==> src/rtl/mem_access.sv <==
// Memory-access stage: one data-bus transaction per load/store, lane alignment and
// load extension, single-cycle ALU forwarding, and a one-cycle memory_valid pulse.
module mem_access #(
    parameter int XLEN   = 64,
    parameter int ADDR_W = 64
) (
    input  logic              clk,
    input  logic              rst,
    input  logic              execute_valid,
    input  logic [31:0]       ex_ins,
    input  logic [63:0]       ex_pc,
    input  logic [4:0]        ex_rd,
    input  logic              ex_reg_w,
    input  logic              ex_mem_r,
    input  logic              ex_mem_w,
    input  logic [2:0]        ex_msize,
    input  logic              ex_sig,
    input  logic [XLEN-1:0]   ex_data_out,
    input  logic [XLEN-1:0]   ex_rd2,
    input  logic              stall,
    output logic              dreq_valid,
    output logic [ADDR_W-1:0] dreq_addr,
    output logic [2:0]        dreq_size,
    output logic [7:0]        dreq_strobe,
    output logic [XLEN-1:0]   dreq_data,
    input  logic              dresp_data_ok,
    input  logic [XLEN-1:0]   dresp_data,
    output logic              memory_valid,
    output logic [31:0]       mem_ins,
    output logic [63:0]       mem_pc,
    output logic [4:0]        mem_rd,
    output logic              mem_reg_w,
    output logic [XLEN-1:0]   mem_data_out,
    output logic              mem_misalign,
    output logic              memory_stall
);

    typedef enum logic [1:0] {IDLE, REQ, DONE} state_t;

    state_t            r_state, w_next;
    logic [31:0]       r_ins;
    logic [63:0]       r_pc;
    logic [4:0]        r_rd;
    logic              r_reg_w, r_mem_r, r_mem_w, r_sig, r_misalign;
    logic [2:0]        r_msize;
    logic [XLEN-1:0]   r_data_out, r_rd2, r_result;

    logic              w_ex_mem, w_ex_misalign, w_store;
    logic [2:0]        w_off;
    logic [XLEN-1:0]   w_shifted, w_load;
    logic [7:0]        w_strobe;

    assign w_ex_mem  = ex_mem_r | ex_mem_w;
    assign w_off     = r_data_out[2:0];
    assign w_store   = r_mem_w & ~r_mem_r;
    assign w_shifted = dresp_data >> {w_off, 3'b000};

    always_comb begin
        w_ex_misalign = 1'b0;
        case (ex_msize[1:0])
            2'd0: w_ex_misalign = 1'b0;
            2'd1: w_ex_misalign = ex_data_out[0];
            2'd2: w_ex_misalign = |ex_data_out[1:0];
            2'd3: w_ex_misalign = |ex_data_out[2:0];
        endcase
    end

    always_comb begin
        w_load   = '0;
        w_strobe = '0;
        case (r_msize[1:0])
            2'd0: begin
                w_load   = {{(XLEN-8){r_sig & w_shifted[7]}}, w_shifted[7:0]};
                w_strobe = 8'h01 << w_off;
            end
            2'd1: begin
                w_load   = {{(XLEN-16){r_sig & w_shifted[15]}}, w_shifted[15:0]};
                w_strobe = 8'h03 << w_off;
            end
            2'd2: begin
                w_load   = {{(XLEN-32){r_sig & w_shifted[31]}}, w_shifted[31:0]};
                w_strobe = 8'h0F << w_off;
            end
            2'd3: begin
                w_load   = w_shifted;
                w_strobe = 8'hFF;
            end
        endcase
    end

    always_comb begin
        w_next = r_state;
        case (r_state)
            IDLE: if (execute_valid) w_next = (w_ex_mem && !w_ex_misalign) ? REQ : DONE;
            REQ:  if (dresp_data_ok) w_next = DONE;
            DONE: if (!stall) w_next = IDLE;
            default: w_next = IDLE;
        endcase
    end

    always_ff @(posedge clk or negedge rst) begin
        if (!rst) begin
            r_state    <= IDLE;
            r_ins      <= '0;
            r_pc       <= '0;
            r_rd       <= '0;
            r_reg_w    <= 1'b0;
            r_mem_r    <= 1'b0;
            r_mem_w    <= 1'b0;
            r_sig      <= 1'b0;
            r_misalign <= 1'b0;
            r_msize    <= '0;
            r_data_out <= '0;
            r_rd2      <= '0;
            r_result   <= '0;
        end else begin
            r_state <= w_next;
            if (r_state == IDLE && execute_valid) begin
                r_ins      <= ex_ins;
                r_pc       <= ex_pc;
                r_rd       <= ex_rd;
                r_mem_r    <= ex_mem_r;
                r_mem_w    <= ex_mem_w;
                r_sig      <= ex_sig;
                r_msize    <= ex_msize;
                r_data_out <= ex_data_out;
                r_rd2      <= ex_rd2;
                // A misaligned access is dropped: no write-back and a zero result.
                r_misalign <= w_ex_mem & w_ex_misalign;
                r_reg_w    <= ex_reg_w & ~(w_ex_mem & w_ex_misalign);
                r_result   <= (w_ex_mem && w_ex_misalign) ? '0 : ex_data_out;
            end else if (r_state == REQ && dresp_data_ok && r_mem_r) begin
                r_result <= w_load;
            end
        end
    end

    assign memory_stall = (r_state != IDLE);
    assign dreq_valid   = (r_state == REQ);
    assign dreq_addr    = dreq_valid ? r_data_out[ADDR_W-1:0] : '0;
    assign dreq_size    = dreq_valid ? r_msize : '0;
    assign dreq_strobe  = (dreq_valid && w_store) ? w_strobe : '0;
    assign dreq_data    = (dreq_valid && w_store) ? (r_rd2 << {w_off, 3'b000}) : '0;
    assign memory_valid = (r_state == DONE) && !stall;
    assign mem_ins      = r_ins;
    assign mem_pc       = r_pc;
    assign mem_rd       = r_rd;
    assign mem_reg_w    = r_reg_w;
    assign mem_data_out = r_result;
    assign mem_misalign = r_misalign;

endmodule
==> config.mk <==
export PLATFORM = sky130hd
export DESIGN_NAME = mem_access
export DESIGN_NICKNAME = d
export VERILOG_FILES = /design/src/rtl/mem_access.sv
export SDC_FILE = /design/constraint.sdc
export NUM_CORES = 1
export LEC_CHECK = 0
export ABC_AREA = 1
export ABC_CLOCK_PERIOD_IN_PS = 1990
export CAP_MARGIN = 15
export CORE_AREA = 2 2 238 240
export CTS_CLUSTER_DIAMETER = 200
export DETAILED_ROUTE_END_ITERATION = 6
export DIE_AREA = 0 0 240 242
export GPL_ROUTABILITY_DRIVEN = 0
export PLACE_DENSITY_LB_ADDON = 0.08
export SLEW_MARGIN = 20
export SYNTH_ARGS = -nofsm -noshare
export SYNTH_HDL_FRONTEND = slang
export SYNTH_SLANG_ARGS = --single-unit
==> constraint.sdc <==
create_clock -name clk -period 1.99 [get_ports clk]
set_input_delay 0.597 -clock clk [delete_from_list [all_inputs] [get_ports clk]]
set_output_delay 0.597 -clock clk [all_outputs]
set_load 0.02 [all_outputs]
==> flow_results.xml, run 1 <==
<?xml version="1.0" encoding="UTF-8"?>
<metrics>
  <group name="synth">
    <metric name="synthCells" unit="">2393</metric>
    <metric name="postSynthAreaPerCell" unit="um2">7.01</metric>
    <metric name="yosys_register_bits" unit="">303</metric>
    <metric name="synth_enable_flop_cells" unit="">0</metric>
    <metric name="synth-warning-count" unit="">0</metric>
    <metric name="netlist_area" unit="mm2">0.0168</metric>
    <metric name="async_flop_share" unit="">1.00</metric>
    <metric name="number_of_distinct_library_cells_after_synthesis" unit="">37</metric>
    <metric name="ys.flop_type" unit="">sky130_fd_sc_hd__dfrtp_1</metric>
    <metric name="synth.yosys.seq_area_share" unit="">0.452</metric>
    <metric name="synth_nets" unit="">2703</metric>
  </group>
  <group name="grt">
    <metric name="grt_util_all_layers" unit="">0.273</metric>
    <metric name="grt_pass1_vias" unit="">19628</metric>
    <metric name="grt_pass1_wl" unit="um">121000</metric>
    <metric name="pin_count_of_the_biggest_net_entering_global_routing" unit="">69</metric>
    <metric name="number_of_antenna_violations_at_the_first_check_in_global_routing" unit="">15</metric>
    <metric name="grt_overflow" unit="">0</metric>
  </group>
  <group name="power_and_ir_drop">
    <metric name="max-vdd-ir-drop" unit="uV">835</metric>
    <metric name="power.density_cell_area" unit="mW/mm2">1710</metric>
    <metric name="report.power.total" unit="W">0.0510</metric>
    <metric name="p_leak" unit="nW">14.0</metric>
  </group>
  <group name="placement">
    <metric name="detailed_place.area" unit="mm2">0.0260</metric>
    <metric name="detailedPlacementHpwl" unit="um">61200</metric>
    <metric name="place.port_buffers" unit="">613</metric>
    <metric name="dp.cells" unit="">3834</metric>
  </group>
  <group name="clock_tree">
    <metric name="cts-root-to-sink-buffers" unit="">3</metric>
    <metric name="tritoncts" unit="">built</metric>
    <metric name="clk_latency_worst_skew_pair" unit="ns">0.55</metric>
    <metric name="numClockSinks" unit="">303</metric>
    <metric name="cts_root_buf" unit="">sky130_fd_sc_hd__clkbuf_16</metric>
    <metric name="clock_pin_slew_worst_setup_and_hold_paths" unit="ns">0.06</metric>
    <metric name="cts_made_buffers" unit="">37</metric>
    <metric name="clock_tree.htree_level_count" unit="">2</metric>
  </group>
  <group name="setup_path">
    <metric name="crit_path_frequent_cell" unit="">sky130_fd_sc_hd__buf_6</metric>
    <metric name="critPathRequiredTime" unit="ns">1.39</metric>
    <metric name="cp_slowest_stage_delay" unit="ns">0.59</metric>
    <metric name="path_class" unit="">flop to primary output</metric>
    <metric name="reg2reg_from" unit="">r_data_out[0]</metric>
    <metric name="critical_path_arrival" unit="ns">2.25</metric>
    <metric name="cell_family_with_the_largest_share_of_critical_path_delay" unit="">buffers and inverters</metric>
    <metric name="rrSetupSlack" unit="ns">-0.37</metric>
    <metric name="slowest_stage_cell_crit_path" unit="">sky130_fd_sc_hd__dfrtp_4</metric>
    <metric name="critPathLaunchType" unit="">flop</metric>
    <metric name="startpoint" unit="">r_data_out[0]</metric>
    <metric name="cell_by_cell_listing_of_the_critical_path" unit="">inv_8 &gt; nand2_2 &gt; buf_6 &gt; o22ai_2 &gt; buf_4 &gt; nand2_1 &gt; a31oi_4 &gt; buf_6</metric>
    <metric name="cp_max_fo" unit="">9</metric>
    <metric name="timing.critical_path.buf_inv" unit="">4</metric>
    <metric name="setup.worst_path.end_class" unit="">primary output</metric>
  </group>
  <group name="die">
    <metric name="floorplan.die.width" unit="um">240</metric>
    <metric name="floorplan.die_area" unit="mm2">0.0581</metric>
    <metric name="chip_height" unit="um">242</metric>
    <metric name="effective_utilization_at_floorplan" unit="">0.301</metric>
    <metric name="pin_count" unit="">614</metric>
    <metric name="core.rowCount" unit="">87</metric>
    <metric name="core_area" unit="mm2">0.0557</metric>
  </group>
  <group name="cells_and_area">
    <metric name="syn2layout_area_growth" unit="%">78.3</metric>
    <metric name="finish.instance_area" unit="mm2">0.0299</metric>
    <metric name="register_area" unit="mm2">0.00759</metric>
    <metric name="finalNonFillerCells" unit="">3986</metric>
    <metric name="drive_above_1_share" unit="">0.257</metric>
    <metric name="final_core_util" unit="">0.536</metric>
    <metric name="finalNetCount" unit="">3505</metric>
    <metric name="multi_input_comb_area" unit="mm2">0.00944</metric>
    <metric name="fillerInstances" unit="">5301</metric>
  </group>
  <group name="route">
    <metric name="routed-wl-met2" unit="um">40600</metric>
    <metric name="detailed_routing_iterations_pass_1" unit="">5</metric>
    <metric name="highest-signal-layer" unit="">met5</metric>
    <metric name="num_vias" unit="">19553</metric>
    <metric name="drt_first_iter_violations" unit="">1357</metric>
    <metric name="routedLengthMet1" unit="um">31800</metric>
    <metric name="route.final.wire_length" unit="um">82800</metric>
    <metric name="remaining_drc_errors" unit="">0</metric>
    <metric name="detail_route.vias_per_cell" unit="">4.91</metric>
    <metric name="detail-route-antenna-nets" unit="">0</metric>
    <metric name="routedWlPerCell" unit="um">20.8</metric>
    <metric name="wl_met3" unit="um">6130</metric>
  </group>
  <group name="timing">
    <metric name="worst_pin_slew" unit="ns">0.531</metric>
    <metric name="finalHoldViolations" unit="">0</metric>
    <metric name="finalWorstPathRequiredPeriod" unit="ns">2.85</metric>
    <metric name="fin_ws" unit="ns">-0.857</metric>
    <metric name="timing.final.crit_share" unit="">1.43</metric>
    <metric name="report.final.slew_viol_count" unit="">0</metric>
    <metric name="rsz0062_at_grt" unit="">yes</metric>
    <metric name="setup-violations-final" unit="">371</metric>
    <metric name="fmax" unit="MHz">351</metric>
    <metric name="max_slew_margin" unit="">0.646</metric>
    <metric name="fin_skew" unit="ns">0.0122</metric>
    <metric name="fin_hold_ws" unit="ns">0.469</metric>
  </group>
  <group name="run_status">
    <metric name="status" unit="">finished with violations</metric>
    <metric name="failing_checks" unit="">negative setup slack</metric>
  </group>
  <group name="worst_hold_path">
    <metric name="hp-start" unit="">mem_pc[23]</metric>
    <metric name="holdCritPathClass" unit="">flop to flop</metric>
  </group>
  <group name="flow_run">
    <metric name="max_cap_viol_count" unit="">0</metric>
  </group>
</metrics>
[worst paths after layout]
| path | to | cells past startpoint |
|---|---|---|
| max in group asynchronous | mem_pc[4] | 3 |
| min in group asynchronous | r_data_out[52] | 2 |
| worst min register to register | mem_pc[23] | 2 |
| worst max-delay path | dreq_data[55] | 8 |
| worst min-delay path | mem_pc[23] | 2 |
| worst max register to register | mem_data_out[19] | 11 |
[kinds of logic after synthesis]
group | synth area share
and+or+nand+nor | 0.309
AOI/OAI and AO/OA | 0.145
buffers and inverters | 0.0855
DFF | 0.452
muxes | 0.00478
adders and majority gates | 0.00373
[Yosys cell counts (3+ instances only)]
| cell | n | area share |
|---|---|---|
| sky130_fd_sc_hd__a21oi_1 | 72 | 0.021 |
| sky130_fd_sc_hd__or2_2 | 12 | 0.0045 |
| sky130_fd_sc_hd__ha_1 | 5 | 0.0037 |
| sky130_fd_sc_hd__clkbuf_1 | 91 | 0.020 |
| sky130_fd_sc_hd__nor2_4 | 5 | 0.0034 |
| sky130_fd_sc_hd__o21ai_1 | 14 | 0.0042 |
| sky130_fd_sc_hd__buf_2 | 33 | 0.0099 |
| sky130_fd_sc_hd__buf_4 | 16 | 0.0072 |
| sky130_fd_sc_hd__nor3_1 | 3 | 0.00090 |
| sky130_fd_sc_hd__buf_6 | 13 | 0.0087 |
| sky130_fd_sc_hd__dfrtp_1 | 303 | 0.45 |
| sky130_fd_sc_hd__buf_1 | 18 | 0.0040 |
| sky130_fd_sc_hd__inv_2 | 8 | 0.0018 |
| sky130_fd_sc_hd__mux2i_1 | 8 | 0.0048 |
| sky130_fd_sc_hd__or2_1 | 5 | 0.0019 |
| sky130_fd_sc_hd__and2_1 | 6 | 0.0022 |
| sky130_fd_sc_hd__nand2_1 | 994 | 0.22 |
| sky130_fd_sc_hd__nand3_1 | 78 | 0.023 |
| sky130_fd_sc_hd__nor2_1 | 205 | 0.046 |
| sky130_fd_sc_hd__o21ai_0 | 206 | 0.062 |
| sky130_fd_sc_hd__o211ai_1 | 28 | 0.013 |
| sky130_fd_sc_hd__inv_1 | 149 | 0.033 |
| sky130_fd_sc_hd__o221ai_1 | 7 | 0.0037 |
| sky130_fd_sc_hd__a31oi_1 | 73 | 0.027 |
| sky130_fd_sc_hd__o22ai_1 | 25 | 0.0093 |
[where the power goes]
group | internal, W | total (W) | switching, W
Clock | 0.00446 | 0.00726 | 0.00281
Combinational | 0.0139 | 0.0327 | 0.0188
Sequential | 0.00922 | 0.0110 | 0.00180
[per-stage QoR]
stage          setup slack (ns)  setup TNS [ns]
2_1_floorplan            -0.215           -7.68
3_3_place_gp             -0.774         -131.80
3_5_place_dp             -0.765         -139.47
4_1_cts                  -0.899         -129.12
5_1_grt                  -0.924         -152.53
6_report                 -0.857         -125.18
[state kept, by name (all words and copies together), names as in the netlist]
signal / count
mem_reg_w: 1
mem_ins: 32
mem_data_out: 64
r_data_out: 64
r_state: 2
mem_misalign: 1
r_sig: 1
r_rd2: 64
r_mem_w: 1
mem_pc: 64
r_mem_r: 1
r_msize: 3
mem_rd: 5
[worst register-to-register path: stages, from the launching register on]
cell	delay [ns]
sky130_fd_sc_hd__dfrtp_4	0.59
sky130_fd_sc_hd__buf_8	0.20
sky130_fd_sc_hd__buf_4	0.15
sky130_fd_sc_hd__bufbuf_16	0.32
sky130_fd_sc_hd__o211ai_1	0.36
sky130_fd_sc_hd__nand3_1	0.13
sky130_fd_sc_hd__nand3_1	0.13
sky130_fd_sc_hd__nand2_1	0.06
sky130_fd_sc_hd__nand2_1	0.06
sky130_fd_sc_hd__nand2_1	0.05
sky130_fd_sc_hd__nand2_1	0.11
sky130_fd_sc_hd__a21oi_1	0.08
[layer usage]
layer  global-route usage  vias up
li1                     -     9255
met1                0.318     9365
met2                0.474      715
met3               0.0657      204
met4                0.122       14
met5                    0        -
[repair_timing]
| action | 4_1_cts | 5_1_grt |
|---|---|---|
| buffers inserted | 31 | 32 |
| gates resized for setup | 924 | 276 |
| endpoints found under the setup margin | 373 | 373 |
| pin swaps | 9 | 53 |
| gates cloned | 8 | 10 |
| hold buffers | 1 | 0 |
| hold endpoints to repair | 31 | 0 |
[cells in the final DEF, fill, tap and decap left out, types with 14 or more instances in the layout]
master                            instances
sky130_fd_sc_hd__buf_6                  162
sky130_fd_sc_hd__nor2_1                  96
sky130_fd_sc_hd__nand3_1                 62
sky130_fd_sc_hd__buf_4                  205
sky130_fd_sc_hd__a21oi_1                 61
sky130_fd_sc_hd__o211ai_1                28
sky130_fd_sc_hd__clkbuf_16               46
sky130_fd_sc_hd__buf_12                  62
sky130_fd_sc_hd__o21ai_2                 33
sky130_fd_sc_hd__inv_1                  132
sky130_fd_sc_hd__dfrtp_1                300
sky130_fd_sc_hd__nand2_1                957
sky130_fd_sc_hd__inv_2                   19
sky130_fd_sc_hd__o21ai_1                 48
sky130_fd_sc_hd__a31oi_1                 65
sky130_fd_sc_hd__clkdlybuf4s50_1        470
sky130_fd_sc_hd__nor2_4                 107
sky130_fd_sc_hd__o21ai_0                132
sky130_fd_sc_hd__nand2_2                 30
sky130_fd_sc_hd__nand3_2                 14
[cell type report]
| class | instances | share of cell area |
|---|---|---|
| timing repair buffer | 933 | 0.334 |
| multi-input combinational | 1762 | 0.316 |
| sequential | 303 | 0.254 |
| clock buffer | 55 | 0.0366 |
| tap | 756 | 0.0316 |
| inverter | 158 | 0.0210 |
| clock inverter | 11 | 0.00640 |
| antenna | 8 | 0.000670 |
Power figures use the tool's default switching activity.
==> run 2, diff against run 1 <==
--- a/config.mk
+++ b/config.mk
@@ -14,6 +14,7 @@
 export DIE_AREA = 0 0 240 242
 export GPL_ROUTABILITY_DRIVEN = 0
 export PLACE_DENSITY_LB_ADDON = 0.08
+export SKIP_CTS_REPAIR_TIMING = 1
 export SLEW_MARGIN = 20
 export SYNTH_ARGS = -nofsm -noshare
 export SYNTH_HDL_FRONTEND = slang
==> run 2 against run 1 <==
  * The run still ends with negative setup slack left
  * Critical endpoint is now dreq_data[40]
  * Cell area shrank 5.3%
  * Sequential share of layout area grew 1.4 points
  * Fmax shrank 0.68%
  * Routed wire length shrank 2.8%
  * Non-clock buffer count shrank 49
  * Register-to-register slack lost 0.09 ns
  * Clock-buffer cell count is the same
  * Largest power group unchanged
  * Clock skew grew 0.00097 ns
  * Combinational power shrank 8.3%
  * Largest cell class unchanged
  * Critical path type unchanged
  * Via count shrank 2.6%
  * Utilization shrank 2.9 points
==> flow_results.xml, run 2 (synthesis results as in run 1) <==
<?xml version="1.0" encoding="UTF-8"?>
<metrics>
  <group name="run_status">
    <metric name="status" unit="">finished with violations</metric>
    <metric name="failing_checks" unit="">negative setup slack</metric>
  </group>
  <group name="setup_path">
    <metric name="critical_path_arrival" unit="ns">2.27</metric>
    <metric name="path_class" unit="">flop to primary output</metric>
    <metric name="critPathRequiredTime" unit="ns">1.39</metric>
    <metric name="critPathLaunchType" unit="">flop</metric>
    <metric name="cp_max_fo" unit="">30</metric>
    <metric name="setup.worst_path.end_class" unit="">primary output</metric>
  </group>
  <group name="clock_tree">
    <metric name="cts_root_buf" unit="">sky130_fd_sc_hd__clkbuf_16</metric>
    <metric name="cts-root-to-sink-buffers" unit="">3</metric>
    <metric name="tritoncts" unit="">built</metric>
    <metric name="clk_latency_worst_skew_pair" unit="ns">0.56</metric>
    <metric name="cts_made_buffers" unit="">37</metric>
    <metric name="numClockSinks" unit="">303</metric>
    <metric name="clock_pin_slew_worst_setup_and_hold_paths" unit="ns">0.06</metric>
    <metric name="clock_tree.htree_level_count" unit="">2</metric>
  </group>
  <group name="route">
    <metric name="remaining_drc_errors" unit="">0</metric>
    <metric name="num_vias" unit="">19045</metric>
    <metric name="detailed_routing_iterations_pass_1" unit="">5</metric>
    <metric name="routedWlPerCell" unit="um">20.4</metric>
    <metric name="drt_first_iter_violations" unit="">1223</metric>
    <metric name="detail-route-antenna-nets" unit="">0</metric>
    <metric name="detail_route.vias_per_cell" unit="">4.84</metric>
    <metric name="route.final.wire_length" unit="um">80400</metric>
  </group>
  <group name="power_and_ir_drop">
    <metric name="power.density_cell_area" unit="mW/mm2">1700</metric>
    <metric name="max-vdd-ir-drop" unit="uV">825</metric>
    <metric name="p_leak" unit="nW">13.8</metric>
    <metric name="report.power.total" unit="W">0.0482</metric>
  </group>
  <group name="die">
    <metric name="effective_utilization_at_floorplan" unit="">0.301</metric>
    <metric name="chip_height" unit="um">242</metric>
    <metric name="pin_count" unit="">614</metric>
    <metric name="core_area" unit="mm2">0.0557</metric>
    <metric name="core.rowCount" unit="">87</metric>
    <metric name="floorplan.die_area" unit="mm2">0.0581</metric>
    <metric name="floorplan.die.width" unit="um">240</metric>
  </group>
  <group name="cells_and_area">
    <metric name="commonest_non_fill_non_tap_cell_in_the_layout" unit="">sky130_fd_sc_hd__nand2_1</metric>
    <metric name="finalNetCount" unit="">3456</metric>
    <metric name="drive_above_1_share" unit="">0.224</metric>
    <metric name="commonest_cells_after_routing_fill_and_taps_aside" unit="">969 x sky130_fd_sc_hd__nand2_1, 471 x sky130_fd_sc_hd__clkdlybuf4s50_1, 300 x sky130_fd_sc_hd__dfrtp_1</metric>
    <metric name="fillerInstances" unit="">5455</metric>
    <metric name="final_core_util" unit="">0.508</metric>
    <metric name="syn2layout_area_growth" unit="%">68.8</metric>
    <metric name="finish.instance_area" unit="mm2">0.0283</metric>
  </group>
  <group name="timing">
    <metric name="fin_ws" unit="ns">-0.876</metric>
    <metric name="rsz0062_at_grt" unit="">yes</metric>
    <metric name="finalWorstPathRequiredPeriod" unit="ns">2.87</metric>
    <metric name="report.final.slew_viol_count" unit="">0</metric>
    <metric name="timing.final.crit_share" unit="">1.44</metric>
    <metric name="fin_hold_ws" unit="ns">0.468</metric>
    <metric name="setup-violations-final" unit="">368</metric>
    <metric name="max_slew_margin" unit="">0.649</metric>
    <metric name="worst_pin_slew" unit="ns">0.527</metric>
    <metric name="fmax" unit="MHz">349</metric>
    <metric name="fin_skew" unit="ns">0.0132</metric>
    <metric name="finalHoldViolations" unit="">0</metric>
  </group>
  <group name="grt">
    <metric name="pin_count_of_the_biggest_net_entering_global_routing" unit="">92</metric>
    <metric name="grt_util_all_layers" unit="">0.264</metric>
    <metric name="number_of_antenna_violations_at_the_first_check_in_global_routing" unit="">16</metric>
    <metric name="grt_overflow" unit="">0</metric>
    <metric name="grt_pass1_vias" unit="">19076</metric>
    <metric name="grt_pass1_wl" unit="um">117000</metric>
  </group>
  <group name="worst_hold_path">
    <metric name="holdCritPathClass" unit="">flop to flop</metric>
  </group>
  <group name="flow_run">
    <metric name="max_cap_viol_count" unit="">0</metric>
  </group>
  <group name="placement">
    <metric name="detailedPlacementHpwl" unit="um">61200</metric>
    <metric name="place.port_buffers" unit="">613</metric>
    <metric name="detailed_place.area" unit="mm2">0.0260</metric>
  </group>
</metrics>
==> run 2: layer usage <==
layer	GRT usage	wire length, um	vias to the layer above
li1	-	-	9122
met1	0.310	31400	9062
met2	0.461	39700	672
met3	0.0654	5780	173
met4	0.103	3390	16
met5	0	111	-
==> run 2: final timing paths <==
| kind | from | to | slack, ns | cells past startpoint |
|---|---|---|---|---|
| max reg2reg | r_data_out[0] | mem_data_out[25] | -0.46 | 16 |
| max in group asynchronous | rst | r_rd2[1] | 0.75 | 3 |
| min reg2reg | mem_pc[30] | mem_pc[30] | 0.47 | 2 |
| min | mem_pc[30] | mem_pc[30] | 0.47 | 2 |
| min in group asynchronous | rst | r_data_out[52] | 0.54 | 2 |
| max | r_data_out[0] | dreq_data[40] | -0.88 | 9 |
==> run 2: critical path, stage by stage (launching register included) <==
cell and delay [ns]:
sky130_fd_sc_hd__dfrtp_4 0.50, sky130_fd_sc_hd__buf_12 0.16, sky130_fd_sc_hd__buf_12 0.17, sky130_fd_sc_hd__nand2_1 0.07, sky130_fd_sc_hd__o21ai_1 0.08, sky130_fd_sc_hd__or2_4 0.27, sky130_fd_sc_hd__o211ai_1 0.10, sky130_fd_sc_hd__o211ai_1 0.17
sky130_fd_sc_hd__inv_2 0.07, sky130_fd_sc_hd__buf_4 0.13
==> run 2: area by class of cell <==
type                    instances  area (um2)  share of cell area
multi-input cells            1762        8870               0.313
clock buffers                  55        1090              0.0387
well taps                     756         946              0.0334
diodes                          8        20.0            0.000707
flip-flops and latches        303        7590               0.268
repair buffers                884        8970               0.317
clock inverters                11         191             0.00676
inverters                     158         623              0.0220
==> run 2: power breakdown <==
| group | switching, W | total, W | leakage [nW] | internal [W] |
|---|---|---|---|---|
| registers | 0.00172 | 0.0109 | 3.70 | 0.00922 |
| clock network | 0.00281 | 0.00726 | 0.634 | 0.00446 |
| logic | 0.0176 | 0.0300 | 9.47 | 0.0124 |
==> run 2: stage by stage <==
stage	setup TNS, ns	std cells	setup slack (ns)
3_5_place_dp	-139.47	3834	-0.765
4_1_cts	-225.38	3900	-1.37
2_1_floorplan	-7.68	2393	-0.215
3_3_place_gp	-131.80	3834	-0.774
5_1_grt	-142.13	3934	-0.980
6_report	-115.65	3937	-0.876
